$ cat src/rtl/window3x3_stream.sv
// Streaming 3x3 neighbourhood generator: two circular line buffers, a two-column
// shift window and one output register stage. WIN_ZERO_PAD_EN enables edge windows.
module window3x3_stream #(
    parameter int DATA_W = 8,
    parameter int IMG_W  = 10,
    parameter int IMG_H  = 10
) (
    input  logic                  CLK,
    input  logic                  RESET,
    input  logic                  start,
    input  logic                  s_valid,
    output logic                  s_ready,
    input  logic [DATA_W-1:0]     s_data,
    output logic                  m_valid,
    input  logic                  m_ready,
    output logic [9*DATA_W-1:0]   win_data,
    output logic                  complete
);
    localparam int XW = $clog2(IMG_W);
    localparam int YW = $clog2(IMG_H);
    localparam int DW = $clog2(IMG_W + 2);
    localparam logic [XW-1:0] X_LAST = XW'(IMG_W - 1);
    localparam logic [YW-1:0] Y_LAST = YW'(IMG_H - 1);
`ifdef WIN_ZERO_PAD_EN
    localparam logic [XW-1:0] CX_FIRST = '0;
    localparam logic [YW-1:0] CY_FIRST = '0;
    localparam logic [XW-1:0] CX_LAST  = X_LAST;
    localparam logic [YW-1:0] CY_LAST  = Y_LAST;
`else
    localparam logic [XW-1:0] CX_FIRST = XW'(1);
    localparam logic [YW-1:0] CY_FIRST = YW'(1);
    localparam logic [XW-1:0] CX_LAST  = XW'(IMG_W - 2);
    localparam logic [YW-1:0] CY_LAST  = YW'(IMG_H - 2);
`endif

    typedef enum logic [1:0] {IDLE, RUN, DRAIN, DONE} state_t;

    state_t              state_r;
    logic [XW-1:0]       in_x_r, cx_r;
    logic [YW-1:0]       in_y_r, cy_r;
    logic [DW-1:0]       drain_cnt_r;
    logic                eof_r, fin_r, start_pend_r;
    logic [DATA_W-1:0]   lb1_r [IMG_W];
    logic [DATA_W-1:0]   lb2_r [IMG_W];
    logic [DATA_W-1:0]   c1_r [3];
    logic [DATA_W-1:0]   c2_r [3];
    logic [DATA_W-1:0]   col_s [3];
    logic                adv_s, inject_s, push_s, emit_s, last_pix_s, final_s;
    logic [9*DATA_W-1:0] next_win_s;
    logic [DATA_W-1:0]   slot_s;

`ifdef WIN_ZERO_PAD_EN
    function automatic logic edge_masked(input int r, input int c,
                                         input logic [XW-1:0] cx, input logic [YW-1:0] cy);
        return ((c == 0) && (cx == '0)) || ((c == 2) && (cx == X_LAST)) ||
               ((r == 0) && (cy == '0)) || ((r == 2) && (cy == Y_LAST));
    endfunction
`endif

    // Handshake, injection and emission decisions for the current cycle
    always_comb begin
        adv_s   = ~m_valid | m_ready;
        s_ready = (state_r == RUN) & ~eof_r & adv_s;
`ifdef WIN_ZERO_PAD_EN
        inject_s = (state_r == DRAIN) & (drain_cnt_r <= DW'(IMG_W)) & adv_s;
        emit_s   = inject_s | (s_valid & s_ready &
                   ((in_y_r >= YW'(2)) | ((in_y_r == YW'(1)) & (in_x_r != '0))));
`else
        inject_s = 1'b0;
        emit_s   = s_valid & s_ready & (in_y_r >= YW'(2)) & (in_x_r >= XW'(2));
`endif
        push_s     = (s_valid & s_ready) | inject_s;
        col_s[0]   = lb2_r[in_x_r];
        col_s[1]   = lb1_r[in_x_r];
        col_s[2]   = inject_s ? '0 : s_data;
        last_pix_s = (in_x_r == X_LAST) & (in_y_r == Y_LAST);
        final_s    = (cx_r == CX_LAST) & (cy_r == CY_LAST);
    end

    // Assemble the next window: two stored columns plus the incoming one
    always_comb begin
        next_win_s = '0;
        slot_s     = '0;
        for (int r = 0; r < 3; r++) begin
            for (int c = 0; c < 3; c++) begin
                slot_s = (c == 0) ? c1_r[r] : ((c == 1) ? c2_r[r] : col_s[r]);
`ifdef WIN_ZERO_PAD_EN
                slot_s = edge_masked(r, c, cx_r, cy_r) ? '0 : slot_s;
`endif
                next_win_s[(r*3+c)*DATA_W +: DATA_W] = slot_s;
            end
        end
    end

    // Line buffers are never cleared; stale rows are masked or never emitted
    always_ff @(posedge CLK) begin
        if (push_s) begin
            lb2_r[in_x_r] <= lb1_r[in_x_r];
            lb1_r[in_x_r] <= col_s[2];
        end
    end

    // Column shift registers feeding the window
    always_ff @(posedge CLK) begin
        if (RESET) begin
            for (int r = 0; r < 3; r++) begin
                c1_r[r] <= '0;
                c2_r[r] <= '0;
            end
        end else if (push_s) begin
            for (int r = 0; r < 3; r++) begin
                c1_r[r] <= c2_r[r];
                c2_r[r] <= col_s[r];
            end
        end
    end

    // Frame FSM, counters and registered output stage
    always_ff @(posedge CLK) begin
        if (RESET) begin
            state_r      <= IDLE;
            in_x_r       <= '0;
            in_y_r       <= '0;
            cx_r         <= '0;
            cy_r         <= '0;
            drain_cnt_r  <= '0;
            eof_r        <= 1'b0;
            fin_r        <= 1'b0;
            start_pend_r <= 1'b0;
            m_valid      <= 1'b0;
            win_data     <= '0;
            complete     <= 1'b0;
        end else begin
            complete <= 1'b0;
            case (state_r)
                IDLE: begin
                    if (start | start_pend_r) begin
                        state_r      <= RUN;
                        in_x_r       <= '0;
                        in_y_r       <= '0;
                        cx_r         <= CX_FIRST;
                        cy_r         <= CY_FIRST;
                        drain_cnt_r  <= '0;
                        eof_r        <= 1'b0;
                        fin_r        <= 1'b0;
                        start_pend_r <= 1'b0;
                    end
                end
                RUN: begin
                    if (s_valid & s_ready) begin
                        if (last_pix_s) begin
                            in_x_r <= '0;
                            eof_r  <= 1'b1;
`ifdef WIN_ZERO_PAD_EN
                            state_r <= DRAIN;
`endif
                        end else if (in_x_r == X_LAST) begin
                            in_x_r <= '0;
                            in_y_r <= in_y_r + YW'(1);
                        end else begin
                            in_x_r <= in_x_r + XW'(1);
                        end
                    end
                end
                DRAIN: begin
                    if (inject_s) begin
                        drain_cnt_r <= drain_cnt_r + DW'(1);
                        in_x_r      <= (in_x_r == X_LAST) ? '0 : in_x_r + XW'(1);
                    end
                end
                DONE: begin
                    state_r <= IDLE;
                    if (start) begin
                        start_pend_r <= 1'b1;
                    end
                end
                default: state_r <= IDLE;
            endcase

            if (adv_s) begin
                m_valid <= emit_s;
                if (emit_s) begin
                    win_data <= next_win_s;
                    if (final_s) begin
                        fin_r <= 1'b1;
                    end
                    if (cx_r == CX_LAST) begin
                        cx_r <= CX_FIRST;
                        cy_r <= cy_r + YW'(1);
                    end else begin
                        cx_r <= cx_r + XW'(1);
                    end
                end
            end

            if (m_valid & m_ready & fin_r) begin
                state_r  <= DONE;
                complete <= 1'b1;
                fin_r    <= 1'b0;
            end
        end
    end
endmodule

$ cat config.mk
export PLATFORM = sky130hd
export DESIGN_NAME = window3x3_stream
export DESIGN_NICKNAME = d
export VERILOG_FILES = /design/src/rtl/window3x3_stream.sv
export SDC_FILE = /design/constraint.sdc
export NUM_CORES = 1
export LEC_CHECK = 0
export CORE_AREA = 3 3 177 179
export DETAILED_ROUTE_END_ITERATION = 7
export DIE_AREA = 0 0 180 182
export DONT_BUFFER_PORTS = 1
export PLACE_DENSITY = 0.53
export SETUP_SLACK_MARGIN = 0.05
export SLEW_MARGIN = 20
export SYNTH_ARGS = -nofsm -noshare
export SYNTH_HDL_FRONTEND = slang
export SYNTH_SLANG_ARGS = --single-unit
$ cat constraint.sdc
create_clock -name CLK -period 3.3 [get_ports CLK]
set_input_delay 0.66 -clock CLK [delete_from_list [all_inputs] [get_ports CLK]]
set_output_delay 0.66 -clock CLK [all_outputs]
set_load 0.005 [all_outputs]
# After elaboration in Yosys (flattened, before gate mapping)
# Memory sizes are Yosys's and may differ from the RTL's. A register that Yosys moved wholly into a read port is not among the register bits.
# Index checks and enable logic that the tools add are counted.
# W data, S select, Z words.
[classes]
n_mux = 50
bitwise = 19
reduce_logical = 11
eq_ne = 13
magnitude_cmp = 2
addsub = 4
[ops]
columns = ["op", "n"]
rows = [
  ["$mux W4", 21],
  ["$mux W8", 6],
  ["$add A4 B1 Y4 const B", 4],
  ["$eq A4 B4 Y1 const B", 4],
  ["$mux W1", 16],
  ["$pmux W4 S2", 2],
  ["$ne A2 B2 Y1 const B", 5],
  ["$and A1 B1 Y1", 9],
  ["$ge A4 B2 Y1 const B", 2],
  ["$or A1 B1 Y1", 8],
  ["$reduce_and A3 Y1", 2],
  ["$reduce_and A5 Y1", 1],
  ["$mux W2", 2],
  ["$pmux W1 S2", 2],
  ["$pmux W2 S2", 1],
  ["$reduce_and A2 Y1", 2],
  ["$reduce_and A4 Y1", 1],
  ["$reduce_bool A2 Y1", 2],
  ["$ne A3 B3 Y1 const B", 1],
  ["$reduce_bool A3 Y1", 1],
  ["$eq A2 B1 Y1 const B", 1],
  ["$eq A2 B2 Y1 const B", 1],
  ["$logic_not A2 Y1", 1],
  ["$ne A2 B1 Y1 const B", 1],
  ["other kinds (2)", 3],
]
[word_totals]
input_bits = 13
ff_bits = 95
output_inout_bits = 75
word_cells = 114
ram_bits = 208
mem_count = 4
[memory_table]
columns = ["memory", "depth", "width", "read_ports", "rd_ports_with_merged_regs", "write_ports", "line", "source"]
rows = [
  ["lb1_r", 10, 8, 1, 1, 1, "43", "logic [DATA_W-1:0] lb1_r [IMG_W];"],
  ["lb2_r", 10, 8, 1, 1, 1, "44", "logic [DATA_W-1:0] lb2_r [IMG_W];"],
  ["c1_r", 3, 8, 3, 3, 3, "45", "logic [DATA_W-1:0] c1_r [3];"],
  ["c2_r", 3, 8, 3, 0, 3, "46", "logic [DATA_W-1:0] c2_r [3];"],
]

# Longest topological paths before layout
# Gate-level depths: netlist of the first run.
[depth]
ltp_word = 8
mapped_depth = 9
mapped_depth_nobuf = 7

# Worst setup path after synthesis of the first run
# No wires, ideal clock.
[synth_path]
path_type = "input to register"
startpoint = "input s_valid"
endpoint = "memory lb1_r[0][0] (enable)"
t_required_ps = 2891
path_buffers = 1
setup_time_ps = 409
setup_slack_ps = 242
arrival_ps = 2649
cell_stages = 5
cell_sequence = "nor2b_1 > nand3_1 > buf_2 > or3_1 > nor3_1"
[synth_via]
elab_chain_cells = 3
[synth_lines]
columns = ["item", "line", "source"]
rows = [
  ["start, declared", "11", "input logic s_valid,"],
  ["$and A1 B1 Y1", "72", "push_s = (s_valid & s_ready) | inject_s;"],
  ["$mux W1", "97", "if (push_s) begin"],
  ["$mux W1 (not written as such)", "99", "lb1_r[in_x_r] <= col_s[2];"],
  ["end, declared", "43", ""],
]
# Every way passes these cells.

==> run summary, run 1 <==
Cell Chain, Critical Path: nand2_1 -> o22ai_1 -> a2111oi_0 -> a21oi_1 -> nor2_1
H-tree levels: 2
IO Port Bufs: 0
Synth top area share: 52.4%
Synth Cell Area: 0.0119 mm2
Setup TNS: 0 ns
Yosys reg bits: 307
vias in the first global route: 6812
Final Hold Fails: 0
CTS Buf Count: 34
detailed placement HPWL: 16200 um
endpoint type of the worst setup path: register
Seq/Total Area, Yosys: 69.1%
core area: 0.0297 mm2
Startpoint Class: register
layout filler cell count: 2668
Mapped Cells: 923
total track usage: 15.7%
Hold-fix buffers, CTS: 0
fin nets: 953
total setup buffers inserted after CTS: 0
Worst Setup Path Type: register to register
crit-path max FO: 16
DR pass1 iterations: 5
layout cell share with drive strength beyond 1: 14.8%
die height: 182 um
Starting Density: 40.1%
Final Critical Period: 2.60 ns
vias per cell: 5.19
total power: 8.23 mW
die area: 0.0328 mm2
Total Routed Length: 26100 um
maximum capacitance violations: 0
critical path required time: 3.65 ns
Final setup viols: 0
TritonCTS clock tree: built
later-pin clock latency in the skew report: 0.51 ns
Hold Path Class: input pin to register
Vias: 6983
Worst-path clk slew: 0.06 ns
slowest cell delay on critical path: 0.92 ns
Crit path max-delay family: compound AO/OA/AOI/OAI gates
headroom to the max-slew limit: 28.4%
largest net degree at the start of global routing: 79
synth top area cells: edfxtp_1 52%, dfxtp_1 17%, mux2_2 4.6%
FF-to-FF End: c2_r[0][5]
Avg Inst Size Synth: 12.9 um2
area leader, netlist: edfxtp_1
Crit path depth: 5
status: completed
post_cts resized: 0
RePlAce Congestion: 0.777
max-slew violation total from the final report: 0
clock sink total: 307
RSZ-0062 raised after global routing: false
cells on worst reg2reg path: 5
Worst Min Path Start: RESET
Power Dens Cells: 610 mW/mm2
I/O Pins: 88
maximum vdd drop: 0.314 mV
P&R area growth vs syn: 13.1%
drt wl/cell: 19.4 um
antenna viol nets, final: 0
Max Clk Rate: 384 MHz
syn_nets: 946
Synth Warn #: 0
Site Rows: 63
initial DRC count: 524
initial antenna violation count: 0
number of buffers and inverters on the critical path: 0
Remaining Overflow, GRT: 0
die extent in x: 180 um
drt drc: 0
Static Leakage: 4.53 nW
Critical-path top delay cell: a2111oi_0
end point of the critical path: c2_r[0][5]
Clock Skew: 0.0255 ns
Worst Tran Pin Value: 1.05 ns
clk buf depth: 3
R2R Setup Slk: 0.70 ns
diodes inserted: 0
crit path DAT: 2.96 ns
final worst path period share: 78.9%
synth unique cells: 49
Root Driver: clkbuf_16
first-pass GRT wire length: 40900 um
## cell usage after synthesis, drive strengths merged
| cell type | number |
|---|---|
| mux2 | 49 |
| a2111oi | 8 |
| dfxtp | 99 |
| inv | 10 |
| o221a | 1 |
| o22ai | 17 |
| mux2i | 23 |
| edfxtp | 208 |
| nor3 | 9 |
| nand4b | 1 |
| a21o | 2 |
| or3 | 2 |
| nand4bb | 2 |
| nor2 | 38 |
| a22o | 8 |
| and2 | 9 |
| nand3b | 5 |
| a311oi | 1 |
| a21oi | 84 |
| o2bb2ai | 1 |
| nand2 | 143 |
| or4b | 4 |
| nor3b | 2 |
| or4 | 1 |
| a31oi | 6 |
| clkbuf | 27 |
| nand2b | 6 |
| o31a | 1 |
| o21ai | 26 |
| a211oi | 9 |
| a32o | 1 |
| and3 | 36 |
| and3b | 2 |
| ha | 10 |
| o31ai | 9 |
| nand3 | 18 |
| nor2b | 10 |
| buf | 33 |
| nand4 | 2 |
## where the power goes
| part | internal (mW) | leakage [nW] | switching [mW] |
|---|---|---|---|
| Clock | 2.26 | 0.528 | 1.46 |
| Combinational | 0.0937 | 1.25 | 0.199 |
| Sequential | 4.19 | 2.74 | 0.0304 |
| Total | 6.54 | 4.53 | 1.69 |
## metal layers
layer  GRT usage, %  part of all wire, %  vias up
met5              0                    0        -
met4           4.95                  2.4        0
met3           3.25                  4.7       45
met2           23.6                   44      148
met1           22.8                   49     3393
li1               -                    -     3397
## flip-flops by register name (all words and copies together) (netlist names), 4 cells and up, named ones only
register,flops
lb1_r,80
cy_r,4
c1_r,24
c2_r,24
in_x_r,4
win_data,72
lb2_r,80
in_y_r,4
cx_r,4
## how the worst min path moves through the flow
stage,slack [ns],depth (start not counted),endpoint
after floorplan,0.43,2,fin_r
after global placement,0.46,2,fin_r
after detailed placement,0.45,2,fin_r
after CTS,0.21,1,m_valid
after global routing,0.21,1,state_r[0]
final,0.23,1,complete
## layout make-up
| cell class | count | area, um2 | area share (%) |
|---|---|---|---|
| Sequential cell | 307 | 8230 | 61.1 |
| Timing Repair Buffer | 31 | 245 | 1.82 |
| Tap cell | 390 | 488 | 3.62 |
| Clock inverter | 12 | 144 | 1.07 |
| Multi-Input combinational cell | 546 | 3380 | 25.0 |
| Clock buffer | 49 | 958 | 7.11 |
| Inverter | 10 | 37.5 | 0.279 |
## metrics by stage
stage	hold slack, ns	utilization [%]	std cells	setup WS (ns)	cell area (um2)
after floorplan	0.428	-	923	0.242	11900
after global placement	0.456	41.6	1284	0.678	12400
after detailed placement	0.453	41.6	1284	0.721	12400
after CTS	0.208	45.4	1345	0.716	13500
after global routing	0.211	45.4	1345	0.498	13500
final	0.226	45.4	1345	0.697	13500
## worst reg2reg max path: cells and delay by family (launching register included)
kind | cells | cell delay, ns
compound gates | 3 | 1.31
flops | 1 | 0.45
simple gates | 2 | 0.72
## cells in the final DEF, fill, tap and decap left out, drive strengths merged, types with 3 or more instances in the layout
master and instances:
a2111oi 8, a211oi 9, a21oi 84, a22o 8, a31oi 6, and2 9, and3 36, buf 31
bufinv 3, clkbuf 49, clkinv 5, clkinvlp 3, dfxtp 99, edfxtp 208, ha 10, inv 11
mux2 49, mux2i 23, nand2 143, nand2b 6, nand3 18, nand3b 5, nor2 38, nor2b 10
nor3 9, o21ai 26, o22ai 17, o31ai 9, or4b 4
## cells by family after synthesis
kind of cell	Yosys count	share of synthesized area, %
buf+inv	70	2.85
compound gates	174	8.77
fa+ha+maj	10	1.05
flops	307	69.1
mux	72	6.56
simple gates	290	11.7
(Power assumes the default switching activity.)
==> inputs of run 2 (changes only) <==
==> constraint.sdc (replaced) <==
create_clock -name CLK -period 2.7 [get_ports CLK]
set_input_delay 0.54 -clock CLK [delete_from_list [all_inputs] [get_ports CLK]]
set_output_delay 0.54 -clock CLK [all_outputs]
set_load 0.005 [all_outputs]
==> run 2 against run 1 <==
- fmax up 13%
- combinational power up 35%
- die area unchanged
- core utilization up 0.61 points
- non-clock buffer count up 18
- first-iteration DRC count up 8.8%
==> run summary, run 2 (synthesis results as in run 1) <==
status: completed
Static Leakage: 4.64 nW (+2.6%)
detailed placement HPWL: 17800 um (+9.4%)
P&R area growth vs syn: 14.6%
Worst Setup Path Type: register to register
max-slew violation total from the final report: 0 (unchanged)
reg2reg start: in_y_r[0]
first-pass GRT wire length: 42700 um (+4.5%)
maximum capacitance violations: 0 (unchanged)
total track usage: 16.7% (+0.96 points)
maximum vdd drop: 0.424 mV (+35%)
IO Port Bufs: 0 (unchanged)
H-tree levels: 2 (unchanged)
Worst-path clk slew: 0.06 ns (about the same)
clk buf depth: 3 (unchanged)
core area: 0.0297 mm2 (unchanged)
RSZ-0062 raised after global routing: false
Startpoint Class: register
vias per cell: 5.28 (+1.7%)
Max Clk Rate: 436 MHz (+13%)
Power Dens Cells: 731 mW/mm2 (+20%)
most frequent cells in the layout: 208 x edfxtp_1, 141 x nand2_1, 98 x dfxtp_1, 83 x a21oi_1, 49 x mux2_2
Final setup viols: 0 (unchanged)
Site Rows: 63 (unchanged)
Hold-fix buffers, CTS: 0 (unchanged)
endpoint type of the worst setup path: register
I/O Pins: 88 (unchanged)
post_cts resized: 0 (unchanged)
antenna viol nets, final: 0 (unchanged)
biggest regs: lb1_r (80), lb2_r (80), win_data (72)
Worst Tran Pin Value: 1.01 ns (-0.0344 ns)
RePlAce Congestion: 0.797 (+2.6%)
Total Routed Length: 28000 um (+7.4%)
initial antenna violation count: 0 (unchanged)
die height: 182 um (unchanged)
Starting Density: 40.1% (unchanged)
largest net degree at the start of global routing: 79 (unchanged)
Hold Path Class: input pin to register
critical path required time: 3.14 ns (-0.51 ns)
clock sink total: 307 (unchanged)
CP Launch Point: in_y_r[0]
crit path DAT: 2.73 ns (-0.23 ns)
Clock Skew: 0.0145 ns (-0.0110 ns)
headroom to the max-slew limit: 31.9% (+3.5 points)
fin nets: 971 (+1.9%)
later-pin clock latency in the skew report: 0.51 ns (about the same)
initial DRC count: 570 (+8.8%)
TritonCTS clock tree: built
DR pass1 iterations: 5 (unchanged)
drt wl/cell: 20.5 um (+5.9%)
total setup buffers inserted after CTS: 0 (unchanged)
diodes inserted: 0 (unchanged)
Worst Min Path Start: RESET
Root Driver: clkbuf_16
final worst path period share: 85.0% (+6.1 points)
Vias: 7201 (+3.1%)
Post-DP Area: 0.0126 mm2 (+1.7%)
layout cell share with drive strength beyond 1: 16.5% (+1.8 points)
CTS Buf Count: 34 (unchanged)
Setup TNS: 0 ns (unchanged)
vias in the first global route: 6923 (+1.6%)
die area: 0.0328 mm2 (unchanged)
layout filler cell count: 2673 (+0.19%)
crit-path max FO: 44 (+28)
drt drc: 0 (unchanged)
die extent in x: 180 um (unchanged)
Remaining Overflow, GRT: 0 (unchanged)
Final Hold Fails: 0 (unchanged)
Design Area, Final: 0.0137 mm2 (+1.4%)
Final Critical Period: 2.29 ns (-0.309 ns)
commonest non-fill, non-tap cell in the layout: edfxtp_1
## run 2: changes by cell type in the layout (fill, tap and decap cells not counted)
| cell | before | now |
|---|---|---|
| clkinv_8 | 0 | 1 |
| bufinv_16 | 3 | 2 |
| clkbuf_1 | 11 | 9 |
| clkinv_1 | 2 | 3 |
| inv_6 | 1 | 3 |
| clkinv_2 | 3 | 7 |
| buf_4 | 30 | 42 |
| buf_12 | 1 | 7 |
| clkinvlp_4 | 3 | 0 |
| clkbuf_16 | 35 | 34 |
## run 2: worst max-delay path: stages, from the launching register on
cell     delay [ns]
dfxtp_1        0.44
inv_1          0.07
ha_1           0.19
or4_1          0.44
o31a_1         0.20
nand2_4        0.34
buf_12         0.27
nand2_1        0.09
a21oi_1        0.14
## run 2: layout make-up
cell class | count | area [um2] | area share (%)
timing repair buffer | 49 | 455 | 3.33
clock inverter | 16 | 149 | 1.09
sequential | 307 | 8230 | 60.2
clock buffer | 46 | 926 | 6.78
tap | 390 | 488 | 3.57
multi-input combinational | 546 | 3380 | 24.7
inverter | 10 | 37.5 | 0.275
## run 2: path summary, 6_finish.rpt
path         depth (start not counted)  slack (ns)           end
max                                  8        0.41  win_data[70]
min                                  1        0.10       m_valid
max reg2reg                          8        0.41  win_data[70]
min reg2reg                          2        0.47  win_data[24]
## run 2: layer usage
layer  wire [um]  global-route usage, %  part of all wire [%]  up-vias
met5           0                      0                     0        -
met4         685                   4.98                   2.4        0
met3        1480                   3.75                   5.3       54
met2       12500                   25.6                    45      177
met1       13300                   23.7                    48     3525
li1            -                      -                     -     3445
## run 2: power breakdown
part	leakage, nW	internal [mW]	switching, mW
combinational	1.37	0.136	0.257
sequential	2.74	5.12	0.0351
clock	0.532	2.62	1.82
total	4.64	7.87	2.11
## run 2: per-stage QoR
stage | std cells | util, % | hold slack [ns] | setup WS (ns) | total power [mW]
after detailed placement | 1302 | 42.4 | 0.461 | 0.418 | 5.65
after floorplan | 923 | - | 0.428 | 0.0917 | 5.49
after CTS | 1364 | 46.0 | 0.0772 | 0.420 | 10.1
final | 1364 | 46.0 | 0.103 | 0.406 | 9.98
after global placement | 1302 | 42.4 | 0.454 | 0.440 | 5.64
after global routing | 1364 | 46.0 | 0.0745 | 0.240 | 10.3
==> inputs of run 3 (changes only) <==
--- a/config.mk
+++ b/config.mk
@@ -9,7 +9,7 @@
 export DETAILED_ROUTE_END_ITERATION = 7
 export DIE_AREA = 0 0 180 182
 export DONT_BUFFER_PORTS = 1
-export PLACE_DENSITY = 0.53
+export PLACE_DENSITY = 0.55
 export SETUP_SLACK_MARGIN = 0.05
 export SLEW_MARGIN = 20
 export SYNTH_ARGS = -nofsm -noshare
==> constraint.sdc (replaced) <==
create_clock -name CLK -period 2.1 [get_ports CLK]
set_input_delay 0.42 -clock CLK [delete_from_list [all_inputs] [get_ports CLK]]
set_output_delay 0.42 -clock CLK [all_outputs]
set_load 0.005 [all_outputs]
==> run 3 against run 2 <==
- final cell count rose by 1.6%
- hold slack worse by 0.059 ns
- clock power up 25%
- non-clock buffer count grew 24
- register-to-register slack worse by 0.30 ns
- routed wire length is 1.4% lower
- critical path depth stayed put
- largest cell class unchanged
==> run summary, run 3 (synthesis results as in run 1) <==
status: completed
TritonCTS clock tree: built
Startpoint Class: register
I/O Pins: 88 (unchanged)
RSZ-0062 raised after global routing: true
Max Clk Rate: 503 MHz (+15%)
vias per cell: 5.23 (-0.94%)
clk buf depth: 3 (unchanged)
total track usage: 16.5% (-0.17 points)
Total Routed Length: 27600 um (-1.4%)
Worst Setup Path Type: register to register
clock power share: 43.4% (-1.0 points)
RePlAce Congestion: 0.791 (-0.84%)
Static Leakage: 4.77 nW (+2.6%)
crit path DAT: 2.38 ns (-0.35 ns)
Power Dens Cells: 912 mW/mm2 (+25%)
fin nets: 995 (+2.5%)
Switching Fraction: 21.3% (+0.12 points)
post-route insts no fill: 1386 (+1.6%)
pre-CTS setup slack: 0.0399 ns (-0.378 ns)
die area: 0.0328 mm2 (unchanged)
later-pin clock latency in the skew report: 0.51 ns (about the same)
Vias: 7248 (+0.65%)
Starting Density: 40.1% (unchanged)
core area: 0.0297 mm2 (unchanged)
Worst Min Path Start: s_data[2]
maximum capacitance violations: 0 (unchanged)
DR pass1 iterations: 6 (+1)
total power: 12.8 mW (+28%)
detailed placement HPWL: 17000 um (-4.2%)
Final setup viols: 0 (unchanged)
maximum vdd drop: 0.544 mV (+28%)
net switching power: 2.72 mW (+29%)
Design Area, Final: 0.0140 mm2 (+2.6%)
antenna viol nets, final: 0 (unchanged)
crit-path max FO: 20 (-55%)
most frequent cells in the layout: 208 x edfxtp_1, 141 x nand2_1, 96 x dfxtp_1, 82 x a21oi_1, 49 x mux2_2
setup ws final: 0.110 ns (-0.296 ns)
H-tree levels: 2 (unchanged)
diodes inserted: 0 (unchanged)
vias in the first global route: 7051 (+1.8%)
die height: 182 um (unchanged)
internal power: 10.1 mW (+28%)
final worst path period share: 94.7% (+9.8 points)
layout cell share with drive strength beyond 1: 18.4% (+1.8 points)
endpoint type of the worst setup path: register
Layout Utilization: 47.2% (+1.2 points)
CTS Buf Count: 34 (unchanged)
placed cell count: 1317 (+1.2%)
Remaining Overflow, GRT: 0 (unchanged)
drt drc: 0 (unchanged)
headroom to the max-slew limit: 51.3% (+19 points)
Worst-path clk slew: 0.06 ns (about the same)
max-slew violation total from the final report: 0 (unchanged)
Clock Skew: 0.0158 ns (+0.00134 ns)
die extent in x: 180 um (unchanged)
initial DRC count: 619 (+8.6%)
Site Rows: 63 (unchanged)
Root Driver: clkbuf_16
Worst Tran Pin Value: 0.729 ns (-0.284 ns)
Final Critical Period: 1.99 ns (-0.304 ns)
sequential share of power: 51.8% (+0.2 points)
commonest non-fill, non-tap cell in the layout: edfxtp_1
Comb power frac: 4.7% (+0.8 points)
IO Port Bufs: 0 (unchanged)
clock sink total: 307 (unchanged)
Hold Path Class: input pin to register
first-pass GRT wire length: 42500 um (-0.44%)
drt wl/cell: 19.9 um (-2.9%)
Final Hold Fails: 0 (unchanged)
Post-DP Area: 0.0128 mm2 (+2.1%)
P&R area growth vs syn: 17.6%
biggest regs: lb1_r (80), lb2_r (80), win_data (72)
initial antenna violation count: 5 (+5)
critical path required time: 2.49 ns (-0.65 ns)
largest net degree at the start of global routing: 81 (+2.5%)
[run 3: path summary, 6_finish.rpt]
kind	end	slack (ns)	depth (start not counted)
max	win_data[46]	0.11	8
min	win_data[66]	0.04	2
max reg2reg	win_data[46]	0.11	8
min reg2reg	fin_r	0.46	2
[run 3: through the flow]
step	hold slack (ns)	setup TNS, ns
2_1_floorplan	0.428	-16.92
3_3_place_gp	0.441	0
3_5_place_dp	0.449	0
4_1_cts	0.0193	0
5_1_grt	0.0290	0
6_report	0.0436	0
[run 3: repair_timing]
action | CTS | global route
pin swaps | 0 | 0
hold buffers | 9 | 0
setup endpoints to repair | 1 | 14
hold endpoints to repair | 155 | 0
buffers inserted | 0 | 0
resized for setup | 1 | 9
[run 3: area by class of cell]
| cell class | count | area, um2 |
|---|---|---|
| Clock inverter | 10 | 92.6 |
| Inverter | 10 | 37.5 |
| Clock buffer | 50 | 942 |
| Multi-Input combinational cell | 546 | 3450 |
| Fill cell | 2611 | 15700 |
| Tap cell | 390 | 488 |
| Timing Repair Buffer | 73 | 779 |
| Sequential cell | 307 | 8230 |
[run 3: worst max-delay path, cell delays in order, from the launching register on]
cell and delay (ns):
dfxtp_2 0.35, buf_12 0.17, buf_4 0.24, mux2_2 0.35, o22ai_1 0.15, o31ai_1 0.09, buf_4 0.18, nor2_1 0.26
nor2_1 0.08
[run 3: layer usage]
metal / part of all wire, % / wire length (um) / vias up / track usage, %
li1: - / - / 3484 / -
met1: 49 / 13400 / 3555 / 23.9
met2: 45 / 12300 / 165 / 25.6
met3: 5.2 / 1440 / 44 / 3.47
met4: 1.6 / 442 / 0 / 3.77
met5: 0 / 0 / - / 0
[run 3: power by group through the flow]
stage / clock (mW) / sequential, mW / combinational (mW)
after floorplan: 0 / 6.74 / 0.324
after global placement: 0 / 6.75 / 0.532
after detailed placement: 0 / 6.75 / 0.537
after CTS: 5.71 / 6.63 / 0.606
after global routing: 5.93 / 6.63 / 0.663
final: 5.55 / 6.63 / 0.606
